`config.mk`:
```
export PLATFORM = sky130hd
export DESIGN_NAME = ahb_mtx_in_stage
export DESIGN_NICKNAME = d
export VERILOG_FILES = /design/src/rtl/ahb_mtx_pkg.sv /design/src/rtl/ahb_mtx_addr_hold.sv /design/src/rtl/ahb_mtx_in_stage.sv
export SDC_FILE = /design/constraint.sdc
export NUM_CORES = 1
export LEC_CHECK = 0
export CORE_MARGIN = 10
export CORE_UTILIZATION = 38
export CTS_CLUSTER_DIAMETER = 200
export DETAILED_ROUTE_END_ITERATION = 10
export PLACE_DENSITY = 0.76
export SKIP_CTS_REPAIR_TIMING = 1
export SYNTH_ARGS = -nofsm -noshare
export SYNTH_HDL_FRONTEND = slang
export SYNTH_SLANG_ARGS = --single-unit
```
`constraint.sdc`:
```
create_clock -name HCLK -period 1.6 [get_ports HCLK]
set_input_delay 0.24 -clock HCLK [delete_from_list [all_inputs] [get_ports HCLK]]
set_output_delay 0.24 -clock HCLK [all_outputs]
set_load 0.02 [all_outputs]
```
`src/rtl/ahb_mtx_pkg.sv`:
```
// Shared AHB bus-matrix types: HTRANS/HRESP encodings, address-phase bundle and
// the input-stage hold state.
package ahb_mtx_pkg;

    // Struct fields are sized for the widest supported bus; modules cast to their width.
    localparam int unsigned ADDR_W_MAX = 64;
    localparam int unsigned PROT_W_MAX = 8;

    localparam logic [1:0] TRANS_IDLE   = 2'b00;
    localparam logic [1:0] TRANS_BUSY   = 2'b01;
    localparam logic [1:0] TRANS_NONSEQ = 2'b10;
    localparam logic [1:0] TRANS_SEQ    = 2'b11;

    localparam logic RESP_OKAY  = 1'b0;
    localparam logic RESP_ERROR = 1'b1;

    typedef struct packed {
        logic [ADDR_W_MAX-1:0] addr;
        logic [1:0]            trans;
        logic                  write;
        logic [2:0]            size;
        logic [2:0]            burst;
        logic [PROT_W_MAX-1:0] prot;
        logic                  lock;
    } addr_phase_t;

    typedef enum logic {
        StIdle = 1'b0,
        StPend = 1'b1
    } pend_state_t;

endpackage

```
`src/rtl/ahb_mtx_addr_hold.sv`:
```
// Held address-phase register bank with pend flag and live/held select.
// Captures a new transfer that no output stage accepted and holds it until released.
module ahb_mtx_addr_hold
    import ahb_mtx_pkg::*;
(
    input  logic        i_clk,
    input  logic        i_rst_n,
    input  logic        i_new_trans,
    input  logic        i_release,
    input  logic        i_cancel,
    input  addr_phase_t i_live,
    output addr_phase_t o_sel,
    output logic        o_pend
);

    pend_state_t r_state;
    pend_state_t w_state_d;
    addr_phase_t r_held;
    logic        w_capture;

    always_ff @(posedge i_clk or negedge i_rst_n) begin
        if (!i_rst_n) begin
            r_state <= StIdle;
        end else begin
            r_state <= w_state_d;
        end
    end

    always_ff @(posedge i_clk or negedge i_rst_n) begin
        if (!i_rst_n) begin
            r_held <= '0;
        end else if (w_capture) begin
            r_held <= i_live;
        end
    end

    always_comb begin
        w_state_d = r_state;
        w_capture = 1'b0;
        case (r_state)
            StIdle: begin
                // A transfer granted and accepted in its own cycle passes straight through.
                if (i_new_trans && !i_release) begin
                    w_state_d = StPend;
                    w_capture = 1'b1;
                end
            end
            StPend: begin
                if (i_release || i_cancel) begin
                    w_state_d = StIdle;
                end
            end
            default: w_state_d = StIdle;
        endcase
    end

    assign o_pend = (r_state == StPend);
    assign o_sel  = o_pend ? r_held : i_live;

endmodule

```
`src/rtl/ahb_mtx_in_stage.sv`:
```
// AHB bus-matrix input stage: holds an unaccepted address phase and stalls the master.
// Optional macro AHB_MTX_IN_ERR_CANCEL_EN: first-cycle ERROR drops a held transfer.
module ahb_mtx_in_stage
    import ahb_mtx_pkg::*;
#(
    parameter int unsigned ADDR_WIDTH = 32,
    parameter int unsigned PROT_WIDTH = 4
) (
    input  logic                  HCLK,
    input  logic                  HRESETn,
    input  logic                  HSELS,
    input  logic [ADDR_WIDTH-1:0] HADDRS,
    input  logic [1:0]            HTRANSS,
    input  logic                  HWRITES,
    input  logic [2:0]            HSIZES,
    input  logic [2:0]            HBURSTS,
    input  logic [PROT_WIDTH-1:0] HPROTS,
    input  logic                  HMASTLOCKS,
    input  logic                  HREADYS,
    output logic                  HREADYOUTS,
    output logic                  HRESPS,
    input  logic                  grant_in,
    input  logic                  hready_m,
    input  logic                  hresp_m,
    input  logic                  data_sel,
    output logic                  req_out,
    output logic [ADDR_WIDTH-1:0] ADDR_M,
    output logic [1:0]            TRANS_M,
    output logic                  WRITE_M,
    output logic [2:0]            SIZE_M,
    output logic [2:0]            BURST_M,
    output logic [PROT_WIDTH-1:0] PROT_M,
    output logic                  LOCK_M,
    output logic                  pend
);

    addr_phase_t w_live;
    addr_phase_t w_sel;
    logic        w_new_trans;
    logic        w_release;
    logic        w_cancel;
    logic        w_pend;

    assign w_live.addr  = ADDR_W_MAX'(HADDRS);
    assign w_live.trans = HTRANSS;
    assign w_live.write = HWRITES;
    assign w_live.size  = HSIZES;
    assign w_live.burst = HBURSTS;
    assign w_live.prot  = PROT_W_MAX'(HPROTS);
    assign w_live.lock  = HMASTLOCKS;

    assign w_new_trans = HSELS & HREADYS & (HTRANSS != TRANS_IDLE);
    assign w_release   = grant_in & hready_m;

`ifdef AHB_MTX_IN_ERR_CANCEL_EN
    assign w_cancel = data_sel & (hresp_m == RESP_ERROR) & ~hready_m;
`else
    assign w_cancel = 1'b0;
`endif

    ahb_mtx_addr_hold u_addr_hold (
        .i_clk       (HCLK),
        .i_rst_n     (HRESETn),
        .i_new_trans (w_new_trans),
        .i_release   (w_release),
        .i_cancel    (w_cancel),
        .i_live      (w_live),
        .o_sel       (w_sel),
        .o_pend      (w_pend)
    );

    assign pend    = w_pend;
    assign ADDR_M  = ADDR_WIDTH'(w_sel.addr);
    assign TRANS_M = w_sel.trans;
    assign WRITE_M = w_sel.write;
    assign SIZE_M  = w_sel.size;
    assign BURST_M = w_sel.burst;
    assign PROT_M  = PROT_WIDTH'(w_sel.prot);
    assign LOCK_M  = w_sel.lock;

    assign req_out = w_pend | (HSELS & (HTRANSS != TRANS_IDLE));

    always_comb begin
        HREADYOUTS = 1'b1;
        if (w_pend) begin
            HREADYOUTS = 1'b0;
        end else if (data_sel) begin
            HREADYOUTS = hready_m;
        end
    end

    assign HRESPS = data_sel ? hresp_m : RESP_OKAY;

endmodule

```
==> impl_summary.md <==
Outcome
The flow ran to the end, but the final reports show violations. The checks that failed: negative setup slack.

STA
The final setup skew is 0.003475 ns. In the finished design, the share of the clock period the worst path needs comes to 110.0%. Setup repair after global routing could not meet its margin everywhere. The smallest clock period supported by the final layout is computed as ~1.8 ns. Static timing analysis puts the maximum clock frequency at 0.5681 GHz. The max-slew headroom at the worst pin is 72.39%. For the pin with the worst max-slew slack, the measured transition is 0.4141 ns. The total setup violations reported at the end of the flow is a little over 90.

After layout, the worst setup slack is -0.1602 ns. The final hold violation count is 0. The number of pins with negative max-slew slack in the final report is 0.

Floorplanning
The floorplan step set the die width to 100.3 microns. The number of cell rows is 29. For this configuration, the core starts out at a cell density of 38.76%. The die area is 10050 sq um.

The core footprint is 6314 sq um. The overall die height is 100.3 microns. The top-level I/O count is between 100 and 150.

Setup path
The worst setup path is launched from a primary input. Of all nets on the critical path, the largest fanout is 14. The setup path with the least slack is of type in -> reg. The worst path required time is 1.79 ns. The signal on the critical path passes through clkdlybuf4s50_1 -> o21ai_2 -> or4b_4 -> buf_12 -> mux2_4. The cell type of the slowest stage on the worst timing path is sky130_fd_sc_hd__or4b_4. Data on the critical path arrives at its endpoint at 1.95 ns. The highest cell delay on the worst timing path is 0.66 ns.

The critical path launch point is HSELS. The reg2reg setup slack is -0.14 ns. In this run the critical register-to-register path is launched from u_addr_hold.o_pend. The buffer and inverter count on the worst path is 2. The kind of cell adding the most delay to the critical path is buffers and inverters.

The worst setup path is captured at a flop.

Yosys
The synthesized netlist cell count is 159. The biggest area contributor in the post-synthesis netlist is sky130_fd_sc_hd__dfrtp_1. The post-synthesis simple-gate area fraction is 1.585%. Summing the areas of all fa, ha and maj instances in the mapped netlist gives 0% of the synthesized area. The per-instance average area after synthesis is 15.39 sq um.

By area the synthesized netlist is led by sky130_fd_sc_hd__dfrtp_1 (48%), sky130_fd_sc_hd__mux2_2 (29%), sky130_fd_sc_hd__mux2_4 (18%). The synthesized-area fraction occupied by ao, oa, aoi and oai cells is 0.4090%. The share of the synthesized area in the top cell type is 48.06%.

The number of synthesis warnings is 0. Counting flops and latches in the post-synthesis netlist gives 47. The post-synthesis cell type count is 13.

The post-synthesis xor/xnor area fraction is 0%. The summed instance area of the synthesized netlist is 2447 sq um. The fraction of synthesized area in multiplexers is between 40% and 50%. Of the synthesized area, sequential elements account for 48.06%. When the netlist entered floorplanning its net count stood at 213. By area, the combinational part of the netlist is dominated by multiplexers.

Clock network
The clock net in this run drives a total of 47 sinks. In this run, CTS created clock tree buffers numbering 5. TritonCTS built the clock tree. Clock-pin slew was measured on the worst setup and hold paths at 0.08 ns. For the worst-skew pair, the clock arrives at the later sink with an insertion delay of 0.30 ns. The deepest clock path buffer count is 2.

In this run the number of H-tree levels came out at 2. The root buffer cell is sky130_fd_sc_hd__clkbuf_8.

Final layout
Leaving out filler cells and counting taps, the final layout contains 379. The top cell types in the final layout, fill and taps aside, are sky130_fd_sc_hd__mux2_2 (53), sky130_fd_sc_hd__clkdlybuf4s50_1 (50), sky130_fd_sc_hd__dfrtp_1 (46). After the last flow step, the layout net total stands at 355.

The number of antenna diodes in the final layout is 0. Relative to the synthesized area, the layout overhead comes to 67.64%. The library cell used most frequently in the layout, excluding fill and tap cells, is sky130_fd_sc_hd__mux2_2. In the final layout, the share of cells above drive strength 1 is between 60 and 70%. Once layout is done, the placed cells without fillers occupy 4103 sq um.

Place
In this run the tool buffered the top-level ports with a little over 100 buffer cells. Routability-driven placement finished with a final weighted congestion of 0.7320. Counting tap cells, the placed design contains a total of 361 instances.

Summing all placed instances gives a cell area of 3816 sq um. The placed wire-length estimate after detailed placement is 4.871 mm. The post-place setup slack is -0.4637 ns.

Power
In this run the power density over the cells is between 1000 and 1500 nW/um^2. In this run the static leakage power is 2.000 nW. The total design power is around 4.8 mW. The maximum vdd drop is around 610 uV.

Route
After detailed routing, the average wire length per cell comes to 17.50 microns. The iteration count of the initial detailed-routing pass is 3. The count of nets left with antenna violations once routing finished came out at 0.

The total detailed-routing wirelength is ~6.6 mm. Dividing the detail-routed via count by the number of cells gives ~4.8. The first routing iteration left 27 violations. After detailed routing, the number of remaining DRC violations is 0. The detailed router placed about 1.8k vias in this run.

GRT
The first global-routing pass estimated 9.929 mm of wire. The initial antenna violation count is 0. The pin count of the biggest net entering global routing is 24.

Across every metal layer, demand over resource in global routing totals 12.11%. The number of global-route vias before repair is ~2.0k. Summed over all layers, the global routing overflow is 0.

Hold path
The path category of the worst min-delay check is in -> reg. The startpoint identified for the worst hold timing path is HTRANSS[0].

Run
Across the run, the number of max-cap violations was 0.
[layout make-up]
cell class,count,area [sq um]
Clock buffer,6,82.58
Fill cell,524,2211
Tap cell,77,96.34
Sequential cell,47,1177
Inverter,2,7.507
Clock inverter,2,35.03
Multi-Input combinational cell,100,1239
Timing Repair Buffer,145,1465
[power breakdown]
part	switching [mW]	leakage (nW)	internal [mW]
combinational	0.852	1.38	1.34
sequential	0.200	0.556	1.55
clock	0.387	0.0612	0.506
[worst register-to-register path: cells and delay by family (launching register included)]
kind / cells / cell delay, ns
buf+inv: 1 / 0.21
flops: 1 / 0.46
mux: 1 / 0.31
simple gates: 1 / 0.65
[metal layers]
layer / global-route usage [%] / wire length, microns / up-vias
met5: 0 / 0 / -
met3: 5.357 / 497 / 7
met4: 2.609 / 52 / 0
met2: 21.02 / 3472 / 57
li1: - / - / 858
met1: 13.33 / 2610 / 899
[synthesized netlist by cell type]
master and count:
sky130_fd_sc_hd__mux2_4 29, sky130_fd_sc_hd__mux2_2 63, sky130_fd_sc_hd__or4b_4 1, sky130_fd_sc_hd__inv_1 2
sky130_fd_sc_hd__buf_1 4, sky130_fd_sc_hd__or2b_1 1, sky130_fd_sc_hd__o21ai_0 1, sky130_fd_sc_hd__nand2_1 3
sky130_fd_sc_hd__dfrtp_1 47, sky130_fd_sc_hd__buf_6 4, sky130_fd_sc_hd__and2_1 1, sky130_fd_sc_hd__a21oi_1 1
sky130_fd_sc_hd__buf_2 2
[per-stage QoR]
step / utilization, % / hold slack (ns) / setup TNS, ns
after floorplan: - / -0.05559 / -2.961
after global placement: 60.44 / 0.1917 / -27.35
after detailed placement: 60.44 / 0.1953 / -28.39
after CTS: 62.31 / -0.1356 / -29.65
after global routing: 64.98 / 0.2794 / -14.33
final: 64.98 / 0.2743 / -10.36
[sequential cells by signal (all words and copies together) (netlist names)]
name	flops
u_addr_hold.o_pend	1
u_addr_hold.r_held	46
[final timing paths]
kind                                               end  depth (start not counted)
worst max-delay path            u_addr_hold.r_held[23]                          5
worst min-delay path            u_addr_hold.r_held[16]                          2
worst max register to register  u_addr_hold.r_held[23]                          3
worst min register to register   u_addr_hold.r_held[1]                          1
max in group asynchronous       u_addr_hold.r_held[47]                          3
min in group asynchronous       u_addr_hold.r_held[18]                          2
[kinds of logic after synthesis]
family          after synthesis
compound gates                2
buf+inv                      12
flops                        47
mux                          92
simple gates                  6
No activity file was read; power rests on OpenSTA's default activity.
